==> src/rtl/div_unit.sv <==
// Multi-cycle RV32M divider (DIV/DIVU/REM/REMU): radix-2 restoring on magnitudes,
// one quotient bit per cycle, then one sign-fix cycle; div-by-zero and overflow bypass iteration.
module div_unit #(
  parameter int XLEN = 32
) (
  input  logic            clk,
  input  logic            rst,
  input  logic            start,
  input  logic [1:0]      div_op,
  input  logic [XLEN-1:0] div_op_x,
  input  logic [XLEN-1:0] div_op_y,
  input  logic            kill,
  output logic            busy,
  output logic            done,
  output logic [XLEN-1:0] div_result
);

  localparam logic [1:0] IDLE = 2'd0;
  localparam logic [1:0] CALC = 2'd1;
  localparam logic [1:0] FIX  = 2'd2;
  localparam logic [1:0] DONE = 2'd3;

  // div_op encoding: bit 1 selects remainder, bit 0 selects unsigned.
  localparam logic [XLEN-1:0] MIN_NEG = {1'b1, {(XLEN-1){1'b0}}};

  logic [1:0]      state;
  logic [4:0]      count;
  logic [1:0]      op;
  logic            sign_x;
  logic            sign_y;
  logic [XLEN-1:0] mag_y;
  logic [XLEN-1:0] rem;
  logic [XLEN-1:0] quot;

  logic            in_signed;
  logic            in_sx;
  logic            in_sy;
  logic [XLEN-1:0] in_mag_x;
  logic [XLEN-1:0] in_mag_y;
  logic            in_div_zero;
  logic            in_overflow;
  logic [XLEN:0]   shifted;
  logic            fits;
  logic [XLEN-1:0] rem_next;
  logic [XLEN-1:0] quot_fixed;
  logic [XLEN-1:0] rem_fixed;

  assign busy = (state == CALC) || (state == FIX);
  assign done = (state == DONE);

  // NOTE: every variable driven here gets a value on every path, so no latch is inferred.
  always_comb begin
    in_signed   = ~div_op[0];
    in_sx       = in_signed & div_op_x[XLEN-1];
    in_sy       = in_signed & div_op_y[XLEN-1];
    in_mag_x    = in_sx ? (~div_op_x + 1'b1) : div_op_x;
    in_mag_y    = in_sy ? (~div_op_y + 1'b1) : div_op_y;
    in_div_zero = (div_op_y == '0);
    in_overflow = in_signed && (div_op_x == MIN_NEG) && (div_op_y == '1);

    // Trial subtraction: the 33-bit partial remainder is compared against |y|; when it
    // fits, the low 32 bits of the difference are exact because the result is below |y|.
    shifted  = {rem, quot[XLEN-1]};
    fits     = (shifted >= {1'b0, mag_y});
    rem_next = fits ? (shifted[XLEN-1:0] - mag_y) : shifted[XLEN-1:0];

    quot_fixed = (~op[1] & (sign_x ^ sign_y)) ? (~quot + 1'b1) : quot;
    rem_fixed  = (op[1] & sign_x) ? (~rem + 1'b1) : rem;
  end

  // NOTE: sequential state uses non-blocking assignments so all registers update together at the edge.
  always_ff @(posedge clk) begin
    if (rst) begin
      // NOTE: every register, datapath included, is cleared so no stale operand survives a reset.
      state      <= IDLE;
      count      <= '0;
      op         <= '0;
      sign_x     <= 1'b0;
      sign_y     <= 1'b0;
      mag_y      <= '0;
      rem        <= '0;
      quot       <= '0;
      div_result <= '0;
    end else if (kill) begin
      state <= IDLE;
    end else begin
      case (state)
        IDLE, DONE: begin
          if (start) begin
            op     <= div_op;
            sign_x <= in_sx;
            sign_y <= in_sy;
            mag_y  <= in_mag_y;
            count  <= '0;
            rem    <= '0;
            quot   <= in_mag_x;
            if (in_div_zero) begin
              div_result <= div_op[1] ? div_op_x : '1;
              state      <= DONE;
            end else if (in_overflow) begin
              div_result <= div_op[1] ? '0 : MIN_NEG;
              state      <= DONE;
            end else begin
              state <= CALC;
            end
          end else begin
            state <= IDLE;
          end
        end
        CALC: begin
          rem   <= rem_next;
          quot  <= {quot[XLEN-2:0], fits};
          count <= count + 1'b1;
          if (count == 5'd31) state <= FIX;
        end
        FIX: begin
          div_result <= op[1] ? rem_fixed : quot_fixed;
          state      <= DONE;
        end
        default: state <= IDLE;
      endcase
    end
  end

endmodule
==> config.mk <==
export PLATFORM = sky130hd
export DESIGN_NAME = div_unit
export DESIGN_NICKNAME = d
export VERILOG_FILES = /design/src/rtl/div_unit.sv
export SDC_FILE = /design/constraint.sdc
export NUM_CORES = 1
export LEC_CHECK = 0
export ABC_AREA = 1
export ABC_CLOCK_PERIOD_IN_PS = 5300
export CAP_MARGIN = 5
export CORE_UTILIZATION = 45
export CTS_BUF_LIST = sky130_fd_sc_hd__clkbuf_2 sky130_fd_sc_hd__clkbuf_4 sky130_fd_sc_hd__clkbuf_8
export CTS_CLUSTER_DIAMETER = 50
export DETAILED_ROUTE_END_ITERATION = 8
export GPL_TIMING_DRIVEN = 0
export PLACE_DENSITY = 0.67
export RECOVER_POWER = 50
export SLEW_MARGIN = 10
export SYNTH_ARGS = -nofsm -noshare
export SYNTH_HDL_FRONTEND = slang
export SYNTH_SLANG_ARGS = --single-unit
==> constraint.sdc <==
create_clock -name clk -period 5.3 [get_ports clk]
set_input_delay 1.06 -clock clk [delete_from_list [all_inputs] [get_ports clk]]
set_output_delay 1.06 -clock clk [all_outputs]
set_load 0.01 [all_outputs]
==> results of run 1 <==
-- report_power, final --
part | internal (µW) | switching [µW]
sequential | 1090 | 46.5
combinational | 340 | 738
clock | 446 | 542
-- registers in the layout, summed over array words and instances (netlist names) --
name / count
count: 5
div_result: 32
mag_y: 32
op: 1
quot: 32
rem: 32
sign_x: 1
sign_y: 1
state: 2
-- critical path: stages --
cell           delay (ns)
dlygate4sd3_1        0.61
nor3_1               1.13
inv_2                0.26
nor2_1               0.74
buf_2                0.42
nand3_1              0.28
a21oi_1              0.18
-- layout make-up --
type / instances / area (µm²) / share of cell area (%)
sequential: 138 / 2760 / 19.1
clock buffer: 17 / 234 / 1.62
multi-input combinational: 1680 / 8310 / 57.4
inverter: 296 / 1110 / 7.70
buffer: 76 / 362 / 2.50
tap: 372 / 465 / 3.22
clock inverter: 15 / 198 / 1.37
timing repair buffer: 102 / 1020 / 7.06
-- stage by stage --
step	worst slack [ns]	total power [µW]	util (%)	hold WS, ns
after floorplan	2.72	1820	-	0.443
final	0.990	3200	53.2	0.468
after global placement	1.51	2200	51.7	0.455
after detailed placement	1.50	2200	51.7	0.461
after CTS	1.99	3170	53.3	0.477
after global routing	0.953	3350	53.2	0.491
-- worst max path at each step --
stage,startpoint,end,slack [ns],cells after the start
after detailed placement,div_op_x[0],div_result[19],1.50,14
final,kill,quot[8],0.99,7
after floorplan,div_op_x[1],div_result[15],2.72,13
after global placement,div_op_x[0],div_result[19],1.51,14
after CTS,div_op_x[0],div_result[19],1.99,14
after global routing,kill,quot[8],0.95,7
-- placed cells by master, fill, tap and decap left out, types with 5 or more instances in the layout --
| master | count |
|---|---|
| a22oi_1 | 27 |
| nand3_2 | 6 |
| nand3_1 | 220 |
| a21oi_1 | 180 |
| nand2_2 | 13 |
| o21ai_0 | 161 |
| o21ai_1 | 15 |
| clkbuf_8 | 17 |
| xor2_1 | 25 |
| inv_1 | 290 |
| nand4_1 | 45 |
| dfxtp_1 | 138 |
| or2_2 | 6 |
| nor2_4 | 5 |
| clkbuf_1 | 51 |
| buf_6 | 7 |
| o211ai_1 | 13 |
| nor3_1 | 15 |
| dlygate4sd3_1 | 37 |
| nand2_1 | 537 |
| nor2_2 | 16 |
| buf_2 | 16 |
| ha_1 | 43 |
| xnor2_1 | 21 |
| nor2_1 | 285 |
| clkdlybuf4s50_1 | 65 |
| o21bai_1 | 5 |
-- metal layers --
layer  share of wire [%]  vias up
met5                   0        -
met4                 1.6        0
met3                  11       66
met2                  42      714
met1                  46     7038
li1                    -     7394
-- cell families after synthesis --
logic type,synth area share (%)
compound gates,18.1
xor+xnor,3.21
fa+ha+maj,4.44
buf+inv,11.8
flops,22.0
simple gates,40.5
==> impl_metrics.toml, run 1 <==
[status]
status = "finished clean"

[global_routing]
grt_pass1_wl_mm = 79.4
grtUsageMet1_pct = 54.5
met3_usage_pct = 8.54
grt_pass1_vias = 13600
overflow = 0
top_usage_layer = "met1"
grtUsageMet2_pct = 54.4
antenna_found_initial = 0
grt_max_degree = 17
grt_util_all_layers_pct = 37.0

[logic_synthesis]
syn_inst = 2190
synthFlopType = "dfxtp_1"
post-synth-top-area-fraction_pct = 22.0
ys_ff_latch = 138
yosys.area.top_type = "dfxtp_1"
ys_warn_count = 0
synth_nets = 2304
yosys.cell_types.count = 48
ys_seq_area_share_pct = 22.0
yosys-top-cells-area = "dfxtp_1 (22%), nand2_1 (16%), nand3_1 (8.8%)"
synth.most_common_cell = "nand2_1"
synthTopCellsByCount = "nand2_1 (536), inv_1 (290), nor2_1 (284)"
avgSynthCellArea_um2 = 5.74
async_reset_ff_share_pct = 0
syn_area_um2 = 12600
synth-edff-count = 0

[placement]
gp_congestion = 1.01
io_buffer_count = 102
dp_hpwl_mm = 43.0
dpl_cell_area_um2 = 14100
place_inst = 2664

[floorplanning]
die_w_um = 169
die_h_um = 169
start_util_pct = 46.3
dieArea_um2 = 28600
num_rows = 60
core-area_um2 = 27200
io_pins = 104

[setup_path]
crit_required_ns = 5.69
critical_path_class = "input port to register"
worstRegToRegCells = 10
r2r_slack_ns = 1.27
worstReg2RegEnd = "quot[8]"
worstPathMaxFanout = 10
crit_arrival_ns = 4.70
worstSetupEndpointType = "register"
cp-start-kind = "input port"
r2r-start = "state[0]"

[timing]
fin_crit_sh_pct = 81.3
min_period_ns = 4.31
skew_ns = 0.0312
fmax_ghz = 0.232
finalSetupViolCount = 0
slew_headroom_pct = 5.00
fin_tns_setup_ns = 0
finalHoldViolCount = 0
worst_pin_slew_ns = 1.41
slew_viol_final = 0
rsz0062_at_grt = "false"

[clocking]
cts-resized-gates = 0
clock-sinks = 138
cts_buffer_depth = 2
tritoncts = "yes"
h-tree-depth = 4
post-cts-setup-buffers = 0
cts-root-buf = "clkbuf_8"
cts_made_buffers = 17
holdBufCountCts = 0
clk_latency_ns = 0.48
path_clk_slew_ns = 0.09

[power]
p_leak_uw = 0.00694
ir_drop_mv = 0.126
power_density_nw_per_um2 = 221

[min_path]
holdPathStages = 2
hold_class = "register to register"
hp-start = "div_result[27]"
min_to = "div_result[27]"

[drt]
first_pass_iters = 6
initialDrtViolationCount = 1930
post_drt_via_cell_ratio = 5.64
ant_nets = 0
wl_mm = 52.8
drcViolationCount = 0
wire_per_inst_um = 19.6
vias = 15200

[job]
maxCapViolCount = 0

[cells_and_area]
layout-drive-gt1-share_pct = 5.08
diodes = 0
nFillCells = 2954
fin_area_um2 = 14500
syn2layout_area_growth_pct = 15.1
final_cells = 2696
final_nets = 2425
Note: power is estimated with default switching activity, not from simulation.
==> inputs of run 2 (changes only) <==
--- a/config.mk
+++ b/config.mk
@@ -6,7 +6,7 @@
 export NUM_CORES = 1
 export LEC_CHECK = 0
 export ABC_AREA = 1
-export ABC_CLOCK_PERIOD_IN_PS = 5300
+export ABC_CLOCK_PERIOD_IN_PS = 4100
 export CAP_MARGIN = 5
 export CORE_UTILIZATION = 45
 export CTS_BUF_LIST = sky130_fd_sc_hd__clkbuf_2 sky130_fd_sc_hd__clkbuf_4 sky130_fd_sc_hd__clkbuf_8
==> constraint.sdc (replaced) <==
create_clock -name clk -period 4.1 [get_ports clk]
set_input_delay 0.82 -clock clk [delete_from_list [all_inputs] [get_ports clk]]
set_output_delay 0.82 -clock clk [all_outputs]
set_load 0.01 [all_outputs]
==> impl_metrics.toml, run 2 (synthesis gave the netlist of run 1 again) <==
[status]
status = "finished clean"

[global_routing]
overflow = 0
grt_util_all_layers_pct = 37.0
antenna_found_initial = 0
grt_pass1_vias = 13600
grt_pass1_wl_mm = 79.4
grt_max_degree = 17

[power]
pwr-share-seq_pct = 35.5
sw_frac_of_total_pct = 41.5
p_leak_uw = 0.00694
internal_power_uw = 2420
pwr-share-comb_pct = 33.5
clkPwrFrac_pct = 31.0
power_density_nw_per_um2 = 286
p_sw_uw = 1720
ir_drop_mv = 0.163
power_uw = 4130

[setup_path]
worstPathMaxFanout = 10
crit_arrival_ns = 3.75
r2r-start = "state[0]"
worstSetupEndpointType = "register"
r2r_slack_ns = 0.74
critical_path_class = "register to register"
cp-start-kind = "register"
crit_required_ns = 4.50
worstReg2RegEnd = "quot[8]"
worstRegToRegCells = 10

[cells_and_area]
layout_commonest_cell = "nand2_1"
final_cell_mix = "nand2_1 (538), inv_1 (292), nor2_1 (288)"
utilization_pct = 53.1
syn2layout_area_growth_pct = 14.8
final_nets = 2425
fin_area_um2 = 14400
nFillCells = 2958
layout-drive-gt1-share_pct = 4.86
diodes = 0

[timing]
slew_headroom_pct = 43.1
fin_tns_setup_ns = 0
skew_ns = 0.0333
rsz0062_at_grt = "false"
fmax_ghz = 0.298
min_period_ns = 3.36
slew_viol_final = 0
fin_crit_sh_pct = 81.9
finalSetupViolCount = 0
worst_pin_slew_ns = 0.850
finalHoldViolCount = 0

[floorplanning]
num_rows = 60
dieArea_um2 = 28600
die_h_um = 169
io_pins = 104
start_util_pct = 46.3
die_w_um = 169
core-area_um2 = 27200

[min_path]
holdPathStages = 2
hold_class = "register to register"
min_to = "div_result[27]"
hp-start = "div_result[27]"

[clocking]
cts-root-buf = "clkbuf_8"
clock-sinks = 138
path_clk_slew_ns = 0.10
tritoncts = "yes"
clk_latency_ns = 0.49
cts_made_buffers = 17
cts-resized-gates = 0
h-tree-depth = 4
post-cts-setup-buffers = 0
cts_buffer_depth = 2
holdBufCountCts = 0

[job]
maxCapViolCount = 0

[drt]
wire_per_inst_um = 19.6
first_pass_iters = 6
post_drt_via_cell_ratio = 5.62
ant_nets = 0
drcViolationCount = 0
wl_mm = 52.8
initialDrtViolationCount = 2044
vias = 15200

[placement]
dpl_cell_area_um2 = 14100
gp_congestion = 1.01
io_buffer_count = 102
dp_hpwl_mm = 43.0
[run 2: cell counts in the layout (fill, tap and decap cells not counted)]
Identical to the previous run, type by type.
[run 2: how the worst max path moves through the flow]
stage / start / cells after the start / endpoint / slack, ns
detailed placement: div_op_x[0] / 14 / div_result[19] / 0.54
floorplan: div_op_x[1] / 13 / div_result[15] / 1.76
global placement: div_op_x[0] / 14 / div_result[19] / 0.55
global route: mag_y[23] / 14 / rem[29] / 0.48
CTS: div_op_x[0] / 14 / div_result[19] / 1.03
finish: state[0] / 10 / quot[8] / 0.74
[run 2: power groups by stage]
stage / logic (µW) / clock network, µW / registers (µW)
finish: 1390 / 1280 / 1470
global route: 1520 / 1330 / 1480
CTS: 1360 / 1270 / 1460
detailed placement: 1350 / 0 / 1490
global placement: 1340 / 0 / 1490
floorplan: 869 / 0 / 1480
[run 2: final cells by class]
class / instances / area [µm²] / area share [%]
Timing Repair Buffer: 102 / 1020 / 7.07
Multi-Input combinational cell: 1680 / 8290 / 57.5
Tap cell: 372 / 465 / 3.23
Clock buffer: 17 / 234 / 1.62
Inverter: 296 / 1110 / 7.72
Clock inverter: 15 / 198 / 1.37
Sequential cell: 138 / 2760 / 19.1
Buffer: 76 / 343 / 2.38
[run 2: through the flow]
stage | worst slack, ns | std cells | hold slack [ns]
floorplan | 1.76 | 2190 | 0.443
global placement | 0.552 | 2664 | 0.455
detailed placement | 0.539 | 2664 | 0.461
CTS | 1.03 | 2696 | 0.477
global route | 0.484 | 2696 | 0.491
finish | 0.743 | 2696 | 0.468
[run 2: metal layers]
| metal | GRT usage [%] | up-vias | wire (µm) |
|---|---|---|---|
| met5 | 0 | - | 0 |
| met4 | 7.68 | 0 | 803 |
| met3 | 8.54 | 54 | 5460 |
| met2 | 54.4 | 703 | 21900 |
| met1 | 54.5 | 7025 | 24600 |
| li1 | - | 7381 | - |
[run 2: critical path, stage by stage, from the launching register on]
cell	delay [ns]
dfxtp_1	0.42
inv_1	0.07
ha_1	0.34
inv_1	0.13
nor2_1	0.10
nor3_4	0.37
inv_1	0.26
nor2_1	0.70
buf_2	0.42
nand3_1	0.28
a21oi_1	0.18
